File: src/rtl/simple_bfm_pkg.sv
// Shared types and constants for the simple response BFM.
// Used by simple_rsp_bfm and simple_bfm_fifo.
package simple_bfm_pkg;

    localparam int BFM_DATA_W = 8;
    localparam int BFM_CNT_W  = 16;

    typedef enum logic [1:0] {
        IDLE    = 2'd0,
        DELAY   = 2'd1,
        ACK     = 2'd2,
        RELEASE = 2'd3
    } rsp_state_t;

    // Increment that sticks at all-ones instead of wrapping.
    function automatic logic [BFM_CNT_W-1:0] sat_inc(input logic [BFM_CNT_W-1:0] v);
        return (&v) ? v : v + 1'b1;
    endfunction

endpackage

File: src/rtl/simple_bfm_fifo.sv
// Receive buffer for simple_rsp_bfm: DEPTH-entry FIFO with wrap-around
// pointers. The head entry is presented combinationally; a pop and a push
// in the same cycle are both honoured, even when the buffer is full.
module simple_bfm_fifo
    import simple_bfm_pkg::*;
#(
    parameter int DEPTH = 4
) (
    input  logic                  clk,
    input  logic                  rst_n,
    input  logic                  push,
    input  logic [BFM_DATA_W-1:0] push_data,
    input  logic                  pop_req,
    output logic                  out_valid,
    output logic [BFM_DATA_W-1:0] out_data,
    output logic                  full
);

    localparam int PTR_W = (DEPTH > 1) ? $clog2(DEPTH) : 1;
    localparam int CNT_W = $clog2(DEPTH) + 1;

    logic [BFM_DATA_W-1:0] mem [DEPTH];
    logic [PTR_W-1:0]      wr_ptr;
    logic [PTR_W-1:0]      rd_ptr;
    logic [CNT_W-1:0]      count;
    logic                  pop;
    logic                  wr;

    assign out_valid = (count != '0);
    assign full      = (count == CNT_W'(DEPTH));
    assign pop       = pop_req && out_valid;
    // A full buffer can still accept a push when the head leaves this cycle.
    assign wr        = push && (!full || pop);
    assign out_data  = out_valid ? mem[rd_ptr] : '0;

    // Storage write; contents need no reset because out_valid gates them.
    always_ff @(posedge clk) begin
        if (wr) begin
            mem[wr_ptr] <= push_data;
        end
    end

    // Pointer and occupancy bookkeeping.
    always_ff @(posedge clk or negedge rst_n) begin
        if (!rst_n) begin
            wr_ptr <= '0;
            rd_ptr <= '0;
            count  <= '0;
        end else begin
            if (wr) begin
                wr_ptr <= wr_ptr + 1'b1;
            end
            if (pop) begin
                rd_ptr <= rd_ptr + 1'b1;
            end
            case ({wr, pop})
                2'b10:   count <= count + 1'b1;
                2'b01:   count <= count - 1'b1;
                default: count <= count;
            endcase
        end
    end

endmodule

File: config.mk
export PLATFORM = sky130hd
export DESIGN_NAME = simple_bfm_fifo
export DESIGN_NICKNAME = d
export VERILOG_FILES = /design/src/rtl/simple_bfm_pkg.sv /design/src/rtl/simple_bfm_fifo.sv
export SDC_FILE = /design/constraint.sdc
export NUM_CORES = 1
export LEC_CHECK = 0
export BUFFER_PORTS_ARGS = -buffer_cell sky130_fd_sc_hd__buf_4
export CORE_UTILIZATION = 60
export DETAILED_ROUTE_END_ITERATION = 6
export GPL_ROUTABILITY_DRIVEN = 0
export GPL_TIMING_DRIVEN = 1
export PLACE_DENSITY = 0.83
export SETUP_SLACK_MARGIN = 0.15
export SKIP_LAST_GASP = 1
export SLEW_MARGIN = 5
export SYNTH_ARGS = -nofsm -noshare
export SYNTH_HDL_FRONTEND = slang
export SYNTH_SLANG_ARGS = --single-unit
File: constraint.sdc
create_clock -name clk -period 4.2 [get_ports clk]
set_input_delay 0.21 -clock clk [delete_from_list [all_inputs] [get_ports clk]]
set_output_delay 0.21 -clock clk [all_outputs]
set_load 0.05 [all_outputs]
==> parameters.txt <==
Parameter                              Value

Setup path
  Type of destination of the critical path ... register
  Register-to-register setup slack ... 2.00 ns
  Startpoint of the worst-slack reg-to-reg timing path ... count[0]
  Largest fanout on the critical path ... 7
  Data arrival time of the critical path ... 2.47 ns
  Setup CP Type ... reg -> reg
  Required time of the worst setup path ... 4.46 ns
  Startpoint of the worst setup timing path ... count[0]
  Startpoint Class ... register

Drt
  Via/cell ratio ... 5.45
  Via total after detailed routing ... 795
  DRC violation count after routing ... 0
  Length of routed wiring on met1 ... 989 um
  Met2 Wirelength ... 1180 um
  Starting DRT DRC Count ... 15
  Top metal layer carrying routed signals ... met4
  Metal3 WL ... 148 um
  Total routed wirelength ... 2340 um
  Number of detailed-routing iterations run before antenna repair ... 4
  Avg WL per Cell ... 16.0 um
  Remaining number of nets flagged by the antenna check after routing ... 0

Global routing
  Antenna violations before repair ... 0
  First-pass GRT wire length ... 3780 um
  Maximum number of pins on one net before global-route repair ... 13
  Global route overflow ... 0
  Global-route usage over all layers ... 20.5%
  Number of global-route vias before repair ... 780

Logic synthesis
  Synthesized net count ... 107
  Dominant cells by area after synthesis ... edfxtp_1 58%, mux4_2 11%, dfrtp_1 11%, ha_1 3.8%, and2_1 3.4%
  Distinct cell type count after synthesis ... 19
  Fraction of the yosys area taken by sequential cells ... 69.2%
  Proportion of netlist area held by the largest area contributor ... 58.5%
  Combined area of all synthesized cells ... 0.00164 sq mm
  Yosys top cell by area ... edfxtp_1
  Warnings, synthesis ... 0
  Syn_area_per_cell ... 18.5 sq um
  Post-synthesis sequential element count ... 39
  Cells after synthesis ... 89

Floorplan
  Core footprint ... 0.00252 sq mm
  Die outline area ... 0.00295 sq mm
  X dimension of the die ... 54.3 um
  Initial core utilization ... 65.1%
  Die Height ... 54.3 um
  I/O pin count ... 22
  # rows ... 18

Timing
  Portion of the clock cycle consumed by the worst path in the final layout ... 52.5%
  Final Hold Viols ... 0
  Worst hold margin ... 0.0626 ns
  Max frequency ... 454 MHz
  Setup repair after global routing missed its margin ... no
  TNS Setup ... 0 ns
  Final Critical Period ... 2.20 ns
  Relative slew margins ... 63.0%
  Post-Route Skew ... 0.00883 ns
  Final number of setup-violating endpoints ... 0
  Count of pins over their slew limit ... 0
  Actual transition at the worst max-transition pin ... 0.556 ns

Clock tree
  H-tree levels ... 2
  CTS max path bufs ... 2
  Total clock buffers created by CTS ... 5
  Clock sink total ... 39
  CTS root buf ... clkbuf_4
  Clock transition at the register clock pins on the worst setup and hold paths after CTS ... 0.11 ns
  Post-cts repair resize count ... 0
  Worst skew pair latency ... 0.34 ns
  Clock tree from TritonCTS ... yes
  Number of setup buffers added after CTS ... 0

Run
  Max cap viols ... 0

Place
  Count of input and output buffers ... 21
  Detailed placement HPWL ... 1620 um

Worst hold path
  Start point of the worst hold path ... push_data[3]
  Worst hold path type ... in -> reg

Power
  Static power due to leakage ... 0.000734 uW
  PwrDens ... 776 mW/mm^2
  Peak VDD IR ... 0.557 mV

Layout
  Syn-to-layout area delta ... 15.3%
  Nets ... 133
  Ratio of cells with drive above 1 in the final layout ... 37.1%
  Antenna Diode Count ... 0
  Number of filler instances in the final layout ... 156

Run status
  Status ... complete, no violations
worst max-delay path, stage by stage, from the launching register on:
cell     delay [ns]
dfrtp_1        0.42
or3b_1         0.41
o21a_4         0.24
inv_1          0.06
ha_1           0.17
inv_1          0.06
fa_1           0.37
xor2_1         0.15
nor2_1         0.12
xor2_1         0.14
report_power, final:
part / internal, uW / leakage, uW / switching [uW]
sequential: 522 / 0.000375 / 77.6
combinational: 276 / 0.000323 / 404
clock: 81.2 / 0.0000353 / 110
total: 879 / 0.000734 / 592
layout make-up:
| type | instances | area (sq um) | share of cell area (%) |
|---|---|---|---|
| multi-input combinational | 40 | 467 | 24.6 |
| tap | 30 | 37.5 | 1.98 |
| sequential | 39 | 1140 | 60.0 |
| inverter | 7 | 26.3 | 1.39 |
| clock buffer | 7 | 55.1 | 2.91 |
| clock inverter | 1 | 5.00 | 0.264 |
| timing repair buffer | 22 | 168 | 8.85 |
logic make-up after synthesis:
kind of cell / after synthesis / share of synthesized area (%)
multiplexers: 10 / 12.5
XOR/XNOR: 6 / 3.20
adder cells (fa/ha/maj): 6 / 5.03
AND/OR/NAND/NOR: 17 / 6.78
flip-flops: 39 / 69.2
AO/OA/AOI/OAI: 1 / 0.914
buffers and inverters: 10 / 2.44
final timing paths:
kind,endpoint,cells past startpoint
min in group asynchronous,rd_ptr[1],2
hold reg to reg,count[2],1
hold / removal,mem[0][3],1
max in group asynchronous,count[0],2
setup reg to reg,count[2],9
setup / recovery,count[2],9
synth_stat cells:
cell type,number
fa_1,1
mux4_2,8
xnor2_1,3
xor2_1,3
mux2i_1,1
and2_1,9
ha_1,5
o21a_4,1
mux2_4,1
nor2_1,1
clkbuf_1,1
edfxtp_1,32
dfrtp_1,7
inv_1,7
buf_2,2
nand3_1,1
and2_2,4
or3b_1,1
or3_2,1
sequential cells by signal (all words and copies together), names as in the netlist:
register,count
wr_ptr,2
rd_ptr,2
count,3
mem,32
what timing repair did:
item	CTS	global route
hold buffers	1	0
hold endpoints to repair	7	0
endpoints found under the setup margin	0	0
metrics by stage:
step	util [%]	power, uW	std cells	area [sq um]	setup slack, ns
after detailed placement	72.3	1300	137	1820	1.99
after CTS	75.1	1490	146	1890	1.93
after global placement	72.3	1280	137	1820	2.06
final	75.1	1470	146	1890	2.00
after floorplan	-	1120	89	1640	2.11
after global routing	75.1	1570	146	1890	1.82
routing by layer:
metal	global-route usage, %	vias up
li1	-	379
met2	32.9	27
met4	7.69	0
met3	7.50	4
met1	25.4	385
met5	0	-
cell usage in the layout, fill, tap and decap left out:
| cell type | netlist | layout |
|---|---|---|
| clkbuf_8 | 0 | 1 |
| and2_2 | 4 | 4 |
| inv_1 | 7 | 7 |
| and2_1 | 9 | 9 |
| mux4_2 | 8 | 8 |
| clkbuf_1 | 1 | 1 |
| xor2_1 | 3 | 3 |
| xnor2_1 | 3 | 3 |
| nor2_1 | 1 | 1 |
| or3_2 | 1 | 1 |
| mux2i_1 | 1 | 1 |
| ha_1 | 5 | 5 |
| edfxtp_1 | 32 | 32 |
| clkinv_2 | 0 | 1 |
| or3b_1 | 1 | 1 |
| buf_4 | 0 | 21 |
| clkbuf_4 | 0 | 5 |
| nand3_1 | 1 | 1 |
| mux2_4 | 1 | 1 |
| fa_1 | 1 | 1 |
| o21a_4 | 1 | 1 |
| dlygate4sd3_1 | 0 | 1 |
| dfrtp_1 | 7 | 7 |
No activity file was read; power rests on OpenSTA's default activity.
